<file path="src/rtl/multdiv_ctrl.sv">
// rtl/multdiv_ctrl.sv - pipeline-side sequencer for the iterative multdiv unit
//
// Purpose:
//   Accepts one MULT/DIV request from execute and holds its operands steady
//   for the whole operation, because multdiv re-latches them every clock.
//   Issues a single-cycle start pulse, then stalls the pipeline until
//   multdiv reports a result. Hands result, exception and destination
//   register to writeback with a one-cycle valid strobe. A flush aborts the
//   operation. A watchdog forces completion with an exception if multdiv
//   never answers.
//
// Ports:
//   i_clock, i_reset_n          clock (rising edge), async active-low reset
//   i_req_valid/is_div/a/b/rd   request from execute
//   i_flush                     abort in-flight op / block acceptance / kill wb
//   o_md_operandA/B             held operands to multdiv
//   o_md_ctrl_mult/div          one-cycle start pulse to multdiv
//   i_md_result/exception/RDY   multdiv result interface
//   o_stall                     freeze fetch/decode/execute
//   o_wb_valid/rd/data/exception writeback strobe and payload

module multdiv_ctrl #(
  parameter int MIN_CYCLES = 2,
  parameter int TIMEOUT    = 64
) (
  input  logic        i_clock,
  input  logic        i_reset_n,
  input  logic        i_req_valid,
  input  logic        i_req_is_div,
  input  logic [31:0] i_req_a,
  input  logic [31:0] i_req_b,
  input  logic [4:0]  i_req_rd,
  input  logic        i_flush,
  output logic [31:0] o_md_operandA,
  output logic [31:0] o_md_operandB,
  output logic        o_md_ctrl_mult,
  output logic        o_md_ctrl_div,
  input  logic [31:0] i_md_result,
  input  logic        i_md_exception,
  input  logic        i_md_resultRDY,
  output logic        o_stall,
  output logic        o_wb_valid,
  output logic [4:0]  o_wb_rd,
  output logic [31:0] o_wb_data,
  output logic        o_wb_exception
);

  // Counter must be able to hold TIMEOUT itself, since it saturates there.
  localparam int CW = $clog2(TIMEOUT + 1);
  localparam logic [CW-1:0] C_MIN      = CW'(MIN_CYCLES);
  localparam logic [CW-1:0] C_TO       = CW'(TIMEOUT);
  localparam logic [CW-1:0] C_TO_LAST  = CW'(TIMEOUT - 1);

  typedef enum logic [1:0] {
    S_IDLE  = 2'd0,
    S_START = 2'd1,
    S_BUSY  = 2'd2,
    S_DONE  = 2'd3
  } state_t;

  state_t        r_state;
  state_t        w_next;

  logic [31:0]   r_op_a;
  logic [31:0]   r_op_b;
  logic [4:0]    r_rd;
  logic          r_op_div;
  logic [31:0]   r_wb_data;
  logic          r_wb_exc;
  logic [CW-1:0] r_cnt;

  logic          w_accept;
  logic          w_rdy_ok;
  logic          w_capture;
  logic          w_timeout;

  // RDY is only trusted once the minimum busy time has elapsed; an earlier
  // RDY may be left over from the previous operation.
  assign w_rdy_ok = i_md_resultRDY && (r_cnt >= C_MIN);

  always_ff @(posedge i_clock or negedge i_reset_n) begin
    if (!i_reset_n) begin
      r_state <= S_IDLE;
    end else begin
      r_state <= w_next;
    end
  end

  always_comb begin
    w_next    = r_state;
    w_accept  = 1'b0;
    w_capture = 1'b0;
    w_timeout = 1'b0;
    case (r_state)
      S_IDLE: begin
        if (i_req_valid && !i_flush) begin
          w_accept = 1'b1;
          w_next   = S_START;
        end
      end
      S_START: begin
        w_next = i_flush ? S_IDLE : S_BUSY;
      end
      S_BUSY: begin
        // Flush beats a simultaneous RDY: the instruction is gone.
        if (i_flush) begin
          w_next = S_IDLE;
        end else if (w_rdy_ok) begin
          w_capture = 1'b1;
          w_next    = S_DONE;
        end else if (r_cnt >= C_TO_LAST) begin
          // This is the TIMEOUT-th busy cycle with no qualifying RDY.
          w_timeout = 1'b1;
          w_next    = S_DONE;
        end
      end
      S_DONE: begin
        // Never accept here: the instruction in execute this cycle is the
        // one just completed, so accepting would issue it twice.
        w_next = S_IDLE;
      end
      default: begin
        w_next = S_IDLE;
      end
    endcase
  end

  // Operand / destination latch: changes only on acceptance.
  always_ff @(posedge i_clock or negedge i_reset_n) begin
    if (!i_reset_n) begin
      r_op_a   <= '0;
      r_op_b   <= '0;
      r_rd     <= '0;
      r_op_div <= 1'b0;
    end else if (w_accept) begin
      r_op_a   <= i_req_a;
      r_op_b   <= i_req_b;
      r_rd     <= i_req_rd;
      r_op_div <= i_req_is_div;
    end
  end

  // Result capture: holds until the next completion.
  always_ff @(posedge i_clock or negedge i_reset_n) begin
    if (!i_reset_n) begin
      r_wb_data <= '0;
      r_wb_exc  <= 1'b0;
    end else if (w_capture) begin
      r_wb_data <= i_md_result;
      r_wb_exc  <= i_md_exception;
    end else if (w_timeout) begin
      r_wb_data <= '0;
      r_wb_exc  <= 1'b1;
    end
  end

  // Busy-cycle counter: value k during the (k+1)-th BUSY cycle.
  always_ff @(posedge i_clock or negedge i_reset_n) begin
    if (!i_reset_n) begin
      r_cnt <= '0;
    end else if (r_state == S_START) begin
      r_cnt <= '0;
    end else if ((r_state == S_BUSY) && (r_cnt < C_TO)) begin
      r_cnt <= r_cnt + 1'b1;
    end
  end

  assign o_md_operandA  = r_op_a;
  assign o_md_operandB  = r_op_b;
  assign o_md_ctrl_mult = (r_state == S_START) && !r_op_div;
  assign o_md_ctrl_div  = (r_state == S_START) &&  r_op_div;
  assign o_stall        = (r_state == S_START) || (r_state == S_BUSY);
  assign o_wb_valid     = (r_state == S_DONE) && !i_flush;
  assign o_wb_rd        = r_rd;
  assign o_wb_data      = r_wb_data;
  assign o_wb_exception = r_wb_exc;

endmodule

</file>
<file path="config.mk">
export PLATFORM = sky130hd
export DESIGN_NAME = multdiv_ctrl
export DESIGN_NICKNAME = d
export VERILOG_FILES = /design/src/rtl/multdiv_ctrl.sv
export SDC_FILE = /design/constraint.sdc
export NUM_CORES = 1
export LEC_CHECK = 0
export CORE_MARGIN = 1.5
export CORE_UTILIZATION = 35
export DETAILED_ROUTE_END_ITERATION = 10
export MAX_ROUTING_LAYER = met4
export PLACE_DENSITY = 0.8
export SLEW_MARGIN = 10
export SYNTH_ARGS = -nofsm -noshare
export SYNTH_HDL_FRONTEND = slang
export SYNTH_SLANG_ARGS = --single-unit
</file>
<file path="constraint.sdc">
create_clock -name i_clock -period 2.25 [get_ports i_clock]
set_input_delay 0.225 -clock i_clock [delete_from_list [all_inputs] [get_ports i_clock]]
set_output_delay 0.225 -clock i_clock [all_outputs]
set_load 0.005 [all_outputs]
</file>
==> run_results.csv, run 1 <==
group,metric,value,unit
timing,setup_tns,0,ps
yosys,ys_types,31,
timing,maxSlewViolCount,0,
timing,setup_ws,268.0,ps
worst_setup_path,crit_family,"buffers and inverters",
worst_setup_path,required,2030,ps
clock_network,clkSlewWorstSetupHoldPaths,70,ps
global_route,grt_overflow,0,
route,vias,3177,
clock_network,hold_buffers,1,
timing,period_needed,1982,ps
worst_setup_path,crit_chain,"inv_1 > ha_1 > nor2b_1 > clkdlybuf4s50_1",
timing,worst_slew_pin_slew,443.1,ps
timing,fin_worst_skew,8.191,ps
clock_network,post-cts-setup-buffer-count,0,
route,drt-pass1-iter-count,4,
final_layout,mostFrequentLayoutCells,"clkdlybuf4s50_1, dfrtp_1, mux2_2",
final_layout,syn2layout_area_growth,58.63,%
route,drc,0,
die,core_area,0.01221,mm²
yosys,ys_seq_area_frac,0.6308,
final_layout,drive_gt1_frac,0.2534,
die,die-area,0.01338,mm²
pwr,pwr-share-clk,0.201,
worst_setup_path,crit_type,"flip-flop to primary output",
yosys,yosys_warnings,0,
yosys,syn-cell-area,0.004443,mm²
route,drt_iter0_drc,189,
placement,io_buffers,213,
pwr,p_sw,2.000,mW
die,initial_utilization,0.3638,
pwr,p_int,5.558,mW
worst_setup_path,cpMaxStageDelayCell,"clkdlybuf4s50_1",
clock_network,h-tree-depth,3,
die,dieWidth,115.7,µm
route,drt-total-wl,11060,µm
worst_setup_path,slowest_delay,530,ps
worst_setup_path,cp_max_fo,4,
yosys,ys_seq_elements,112,
placement,dp_worst_setup_slack,340.2,ps
timing,hold_viol_final,0,
timing,hold_slack,350.0,ps
worst_setup_path,crit_path_start_kind,"flip-flop",
clock_network,cts_tree,"done",
worst_setup_path,cp.buffers_inverters,2,
die,dieHeight,115.7,µm
yosys,synthCells,287,
placement,gp_congestion,0.7588,
timing,setup_violations,0,
final_layout,fin_nets,619,
clock_network,clockBufferDepth,2,
placement,hpwl,8139,µm
yosys,ys.flop_type,"dfrtp_1",
pwr,ir_drop,0.0005972,V
pwr,seqPwrFrac,0.411,
global_route,grt_antenna_before_repair,0,
yosys,synth_nets,402,
die,rows,40,
timing,rsz0062_at_grt,"false",
worst_hold_path,hold_class,"input port to asynchronous set/reset pin",
clock_network,post_cts_resized,0,
route,wl_per_cell,16.33,µm
pwr,power_leakage,3.037,nW
yosys,async_reset_ff_frac,1.000,
pwr,switching_share,0.2646,
timing,maxSlewHeadroom,0.7040,
route,ant_nets,0,
die,pin_count,214,
clock_network,clkSinkCount,112,
global_route,grt_pass1_vias,3350,
clock_network,cts_made_buffers,9,
route,highest_layer,"met4",
global_route,grt_max_degree,55,
timing,period_share,0.8809,
final_layout,diodes,0,
worst_setup_path,worstPathArrival,1760,ps
clock_network,cts_root_buf,"clkbuf_16",
timing,fmax,504.5,MHz
outcome,status,"finished clean",
worst_setup_path,cp-end-kind,"primary output",
pwr,powerDensity,1072,mW/mm²
final_layout,final_common_cell,"clkdlybuf4s50_1",
global_route,grt_pass1_wl,16840,µm
route,dr_wl_met2,5418,µm
route,via_per_inst,4.693,
flow_run,max_cap_violations,0,
yosys,syn_area_per_cell,15.48,µm²
route,wl_met3,793,µm
final_layout,fin_util,0.5772,
global_route,gr-usage-all-layers,0.1702,
clock_network,clk_latency,350,ps
yosys,synth-edff-count,0,
route,wl_met1,4583,µm
pwr,combPwrFrac,0.389,
flip-flops by register name, summed over array words and instances (netlist names):
| register | flops |
|---|---|
| o_md_operandB | 32 |
| o_md_operandA | 32 |
| r_op_div | 1 |
| o_wb_exception | 1 |
| o_wb_rd | 5 |
| r_cnt | 7 |
| o_wb_data | 32 |
| r_state | 2 |
path summary, 6_finish.rpt:
path	startpoint	to	slack, ps	cells past startpoint
max	r_state[1]	o_md_ctrl_mult	270	4
min	i_reset_n	o_md_operandA[11]	350	2
max reg2reg	r_cnt[0]	o_wb_data[24]	390	7
min reg2reg	o_wb_rd[0]	o_wb_rd[0]	500	1
max in group asynchronous	i_reset_n	o_md_operandB[6]	1300	3
min in group i_clock	i_md_exception	o_wb_exception	450	3
layout make-up:
class,count,area [µm²]
repair buffers,222,2237
inverters,7,26.28
flip-flops and latches,112,2803
well taps,168,210.2
clock buffers,10,239.0
multi-input cells,152,1489
fillers,1030,5164
clock inverters,6,43.79
kinds of logic (layout without fill, tap and decap cells):
kind of cell / Yosys count / in the layout / synth area share
DFF: 112 / 112 / 0.6308
muxes: 72 / 72 / 0.1819
AOI/OAI and AO/OA: 41 / 41 / 0.09096
and+or+nand+nor: 27 / 27 / 0.03267
buffers and inverters: 23 / 245 / 0.03407
adders and majority gates: 7 / 7 / 0.01971
xor gates and xnor gates: 5 / 5 / 0.009856
power by group through the flow:
stage	combinational (mW)	sequential [mW]	clock [mW]
2_1_floorplan	0.990	3.16	0
3_3_place_gp	2.91	3.09	0
3_5_place_dp	2.97	3.14	0
4_1_cts	2.99	3.11	1.56
5_1_grt	3.17	3.19	1.63
6_report	2.94	3.10	1.52
cells in the mapped netlist, types with 3 or more instances:
cell type	instances	area, µm²
dfrtp_1	112	2803
mux2_2	70	788.3
a22o_2	29	290.3
nor2_1	10	37.54
buf_2	7	35.03
ha_1	7	87.58
inv_1	7	26.28
buf_6	6	67.56
xor2_1	4	35.03
a22o_1	3	26.28
nand2_1	3	11.26
nor2b_1	3	18.77
layer usage:
layer	track usage	vias to the layer above
met3	0.04132	21
met4	0.07317	0
li1	-	1452
met1	0.2066	1547
met2	0.2718	157
met5	-	-
metrics by stage:
stage,total power [mW],cells,instance area (µm²)
2_1_floorplan,4.147,287,4443
3_3_place_gp,5.999,660,6755
3_5_place_dp,6.113,660,6755
4_1_cts,7.662,677,7048
5_1_grt,7.989,677,7048
6_report,7.558,677,7048
No activity file was read; power rests on OpenSTA's default activity.
==> run 2, diff against run 1 <==
- REMOVE_ABC_BUFFERS: default -> 1
- SLEW_MARGIN: 10 -> default
==> run 2 against run 1 <==
  * Routed wire length decreased by 0.29%
  * Sequential cell count stayed put
  * Core utilization fell by 0.17 points
  * Critical path type is now flip-flop to flip-flop
  * Largest cell class unchanged
==> run_results.csv, run 2 (synthesized netlist as in run 1, its figures left out) <==
group,metric,value,unit
worst_setup_path,crit_family,"compound AO/OA/AOI/OAI gates",
placement,place_inst,659,
global_route,grt_antenna_before_repair,0,
placement,dp_worst_setup_slack,325.9,ps
clock_network,clockBufferDepth,2,
die,core_area,0.01221,mm²
die,dieHeight,115.7,µm
timing,setup_violations,0,
timing,period_share,0.8707,
clock_network,post-cts-setup-buffer-count,0,
worst_hold_path,hold_class,"input port to asynchronous set/reset pin",
route,drt-total-wl,11020,µm
timing,rsz0062_at_grt,"false",
route,drt_iter0_drc,138,
placement,hpwl,8194,µm
clock_network,clkSinkCount,112,
timing,fmax,510.4,MHz
global_route,grt_max_degree,57,
timing,setup_ws,290.9,ps
final_layout,syn2layout_area_growth,58.15,%
worst_setup_path,worstPathArrival,2250,ps
clock_network,cts_root_buf,"clkbuf_16",
die,initial_utilization,0.3638,
worst_setup_path,required,2540,ps
route,drt-pass1-iter-count,4,
timing,fin_worst_skew,7.151,ps
clock_network,clkSlewWorstSetupHoldPaths,80,ps
final_layout,drive_gt1_frac,0.2520,
pwr,ir_drop,0.0006509,V
route,vias,3140,
route,drc,0,
global_route,grt_pass1_vias,3327,
die,dieWidth,115.7,µm
pwr,power_leakage,3.016,nW
die,pin_count,214,
placement,io_buffers,213,
global_route,met2_usage,0.2840,
global_route,grt_util_met3,0.03033,
clock_network,clk_latency,350,ps
die,rows,40,
final_layout,diodes,0,
final_layout,mostFrequentLayoutCells,"clkdlybuf4s50_1, dfrtp_1, mux2_2",
pwr,powerDensity,1072,mW/mm²
pwr,power,7.531,mW
timing,maxSlewHeadroom,0.6216,
final_layout,layout.cells.non_filler,676,
worst_setup_path,cpMaxStageDelayCell,"dfrtp_1",
timing,hold_slack,423.7,ps
die,die-area,0.01338,mm²
worst_setup_path,cp_max_fo,33,
global_route,grt_overflow,0,
placement,gp_congestion,0.8138,
route,ant_nets,0,
worst_setup_path,slowest_delay,440,ps
clock_network,cts_made_buffers,9,
outcome,status,"finished clean",
route,via_per_inst,4.645,
global_route,grtUsageMet1,0.1972,
final_layout,final_common_cell,"clkdlybuf4s50_1",
clock_network,h-tree-depth,3,
global_route,top_usage_layer,"met2",
final_layout,fin_nets,618,
worst_setup_path,crit_chain,"inv_1 > ha_1 > nor3_1 > a21boi_2 > o31ai_4 > buf_4 > a22o_2",
worst_setup_path,cp.buffers_inverters,2,
timing,maxSlewViolCount,0,
global_route,gr-usage-all-layers,0.1680,
worst_setup_path,crit_path_start_kind,"flip-flop",
timing,hold_viol_final,0,
worst_setup_path,cp-end-kind,"flip-flop",
timing,worst_slew_pin_slew,567.6,ps
flow_run,max_cap_violations,0,
route,wl_per_cell,16.31,µm
worst_setup_path,crit_type,"flip-flop to flip-flop",
timing,period_needed,1959,ps
clock_network,cts_tree,"done",
global_route,grt_pass1_wl,16730,µm
==> run 2: repair_timing <==
action / 4_1_cts / 5_1_grt
hold buffers: 1 / 0
setup endpoints to repair: 0 / 0
gates resized for setup: 0 / 0
endpoints found under the hold margin: 43 / 0
==> run 2: power by group <==
| group | switching, mW | internal [mW] | total (mW) | leakage [nW] |
|---|---|---|---|---|
| Sequential | 0.360 | 2.72 | 3.09 | 1.41 |
| Clock | 0.745 | 0.761 | 1.51 | 0.130 |
| Combinational | 0.894 | 2.05 | 2.94 | 1.48 |
==> run 2: worst paths after layout <==
check,start,end,slack [ps],depth (start not counted)
max reg2reg,r_cnt[0],o_wb_data[24],290,7
min reg2reg,o_md_operandA[6],o_md_operandA[6],500,1
min,i_reset_n,o_wb_data[18],420,2
max in group asynchronous,i_reset_n,r_cnt[3],1130,3
max,r_cnt[0],o_wb_data[24],290,7
min in group i_clock,i_md_exception,o_wb_exception,460,3
==> run 2: final cells by class <==
type,instances,area [µm²]
Multi-Input combinational cell,152,1489
Fill cell,1025,5185
Clock inverter,7,56.30
Clock buffer,9,225.2
Sequential cell,112,2803
Timing Repair Buffer,221,2217
Inverter,7,26.28
Tap cell,168,210.2
==> run 2: metal layers <==
layer | up-vias | wire, µm
met5 | - | 0
li1 | 1448 | -
met2 | 109 | 5779
met3 | 16 | 619
met4 | 0 | 226
met1 | 1567 | 4398
==> run 2: per-stage QoR <==
step / util / instance area (µm²) / setup TNS, ps
global placement: 0.5515 / 6735 / 0
floorplan: - / 4318 / -62580
detailed placement: 0.5515 / 6735 / 0
finish: 0.5754 / 7027 / 0
global route: 0.5754 / 7027 / 0
CTS: 0.5754 / 7027 / 0
==> run 3, diff against run 2 <==
- RECOVER_POWER: default -> 25
==> run 3 against run 2 <==
  * Worst setup slack did not move
  * Cell count did not move
  * Sequential cell count did not move
  * Register-to-register slack barely moved
  * Die area did not move
  * Largest power group unchanged
  * Sequential share of layout area barely moved
  * Fmax did not move
  * Clock power barely moved
  * Non-clock buffer count did not move
  * Clock-buffer cell count did not move
  * First-iteration DRC count did not move
  * Critical endpoint unchanged
  * Clock skew did not move
==> run_results.csv, run 3 (synthesized netlist as in run 1, its figures left out) <==
group,metric,value,unit
die,dieWidth,115.7,µm
flow_run,max_cap_violations,0,
worst_setup_path,crit_path_start_kind,"flip-flop",
clock_network,cts_made_buffers,9,
pwr,combPwrFrac,0.390,
pwr,p_sw,1.999,mW
clock_network,clk_latency,350,ps
route,vias,3140,
die,rows,40,
outcome,status,"finished clean",
timing,fin_worst_skew,7.151,ps
die,core_area,0.01221,mm²
route,drt_iter0_drc,138,
pwr,powerDensity,1072,mW/mm²
pwr,switching_share,0.2655,
die,pin_count,214,
clock_network,cts_tree,"done",
timing,period_needed,1959,ps
die,dieHeight,115.7,µm
final_layout,final_common_cell,"clkdlybuf4s50_1",
route,drt-pass1-iter-count,4,
worst_setup_path,cp_max_fo,33,
clock_network,clockBufferDepth,2,
timing,setup_violations,0,
worst_setup_path,cp-end-kind,"flip-flop",
route,wl_per_cell,16.30,µm
worst_setup_path,required,2540,ps
final_layout,nFillCells,1027,
clock_network,cts_root_buf,"clkbuf_16",
pwr,ir_drop,0.0006509,V
timing,setup_ws,290.9,ps
global_route,grt_max_degree,57,
timing,fmax,510.4,MHz
worst_hold_path,hold_class,"input port to flip-flop",
final_layout,fin_nets,618,
timing,maxSlewViolCount,0,
die,die-area,0.01338,mm²
final_layout,final_area,0.007022,mm²
global_route,grt_antenna_before_repair,0,
pwr,pwr-share-clk,0.200,
final_layout,drive_gt1_frac,0.2520,
placement,hpwl,8194,µm
final_layout,diodes,0,
global_route,grt_pass1_vias,3327,
pwr,seqPwrFrac,0.410,
timing,hold_viol_final,0,
global_route,grt_overflow,0,
route,via_per_inst,4.645,
route,ant_nets,0,
timing,rsz0062_at_grt,"false",
timing,worst_slew_pin_slew,1100,ps
die,initial_utilization,0.3638,
global_route,gr-usage-all-layers,0.1680,
clock_network,clkSlewWorstSetupHoldPaths,80,ps
pwr,power_leakage,3.015,nW
worst_setup_path,crit_chain,"inv_1 > ha_1 > nor3_1 > a21boi_2 > o31ai_4 > buf_4 > a22o_2",
route,drc,0,
worst_setup_path,cp.buffers_inverters,2,
global_route,grt_pass1_wl,16730,µm
placement,placed_area,0.006735,mm²
placement,dp_worst_setup_slack,325.9,ps
placement,gp_congestion,0.8138,
timing,period_share,0.8707,
worst_setup_path,cpMaxStageDelayCell,"dfrtp_1",
clock_network,clkSinkCount,112,
placement,place_inst,659,
route,drt-total-wl,11020,µm
pwr,power,7.529,mW
worst_setup_path,crit_family,"compound AO/OA/AOI/OAI gates",
final_layout,layout.cells.non_filler,676,
worst_setup_path,slowest_delay,440,ps
worst_setup_path,crit_type,"flip-flop to flip-flop",
clock_network,h-tree-depth,3,
worst_setup_path,worstPathArrival,2250,ps
pwr,p_int,5.531,mW
placement,io_buffers,213,
clock_network,post_cts_resized,0,
final_layout,syn2layout_area_growth,58.04,%
final_layout,mostFrequentLayoutCells,"clkdlybuf4s50_1, dfrtp_1, mux2_2",
timing,maxSlewHeadroom,0.2665,
==> run 3: cell types whose count changed in the layout (fill, tap and decap cells not counted), sizes merged <==
cell / before / now
buf: 8 / 6
clkbuf: 9 / 11
==> run 3: worst paths after layout <==
path	startpoint	endpoint	slack (ps)	cells after the start
setup reg to reg	r_cnt[0]	o_wb_data[24]	290	7
hold / removal	i_md_exception	o_wb_exception	460	3
max in group asynchronous	i_reset_n	o_md_operandA[6]	700	3
setup / recovery	r_cnt[0]	o_wb_data[24]	290	7
hold reg to reg	o_md_operandA[6]	o_md_operandA[6]	500	1
min in group asynchronous	i_reset_n	o_wb_data[18]	630	2
==> run 3: per-layer routing <==
metal,routed length (µm),up-vias,GRT usage
met5,0,-,-
met4,226,0,0.07236
met3,619,16,0.03033
met2,5778,109,0.2840
met1,4397,1567,0.1972
li1,-,1448,-
==> run 3: metrics by stage <==
| stage | hold slack, ps | utilization | TNS [ps] |
|---|---|---|---|
| 6_report | 459.3 | 0.5750 | 0 |
| 5_1_grt | 463.4 | 0.5750 | 0 |
| 4_1_cts | 436.6 | 0.5754 | 0 |
| 3_5_place_dp | 268.8 | 0.5515 | 0 |
| 3_3_place_gp | 260.2 | 0.5515 | 0 |
| 2_1_floorplan | -70.59 | - | -62580 |
==> run 3: repair_timing <==
item,in CTS,in global routing
setup buffers,0,0
hold buffers,1,0
endpoints found under the hold margin,43,0
==> run 3: power by group through the flow <==
stage / logic, mW / clock network (mW) / registers [mW]
floorplan: 1.01 / 0 / 3.16
global route: 3.16 / 1.63 / 3.18
detailed placement: 2.98 / 0 / 3.12
CTS: 2.99 / 1.55 / 3.09
global placement: 2.91 / 0 / 3.09
finish: 2.94 / 1.51 / 3.09
==> run 3: final cells by class <==
| type | count | area (µm²) | share of cell area |
|---|---|---|---|
| flip-flops and latches | 112 | 2803 | 0.3991 |
| repair buffers | 221 | 2212 | 0.3150 |
| multi-input cells | 152 | 1489 | 0.2120 |
| clock buffers | 9 | 225.2 | 0.03207 |
| well taps | 168 | 210.2 | 0.02994 |
| clock inverters | 7 | 56.30 | 0.008019 |
| inverters | 7 | 26.28 | 0.003742 |
==> run 3: worst register-to-register path: stages (launching register included) <==
cell	delay, ps
dfrtp_1	440
inv_1	70
ha_1	190
nor3_1	270
a21boi_2	140
o31ai_4	220
buf_4	360
a22o_2	220
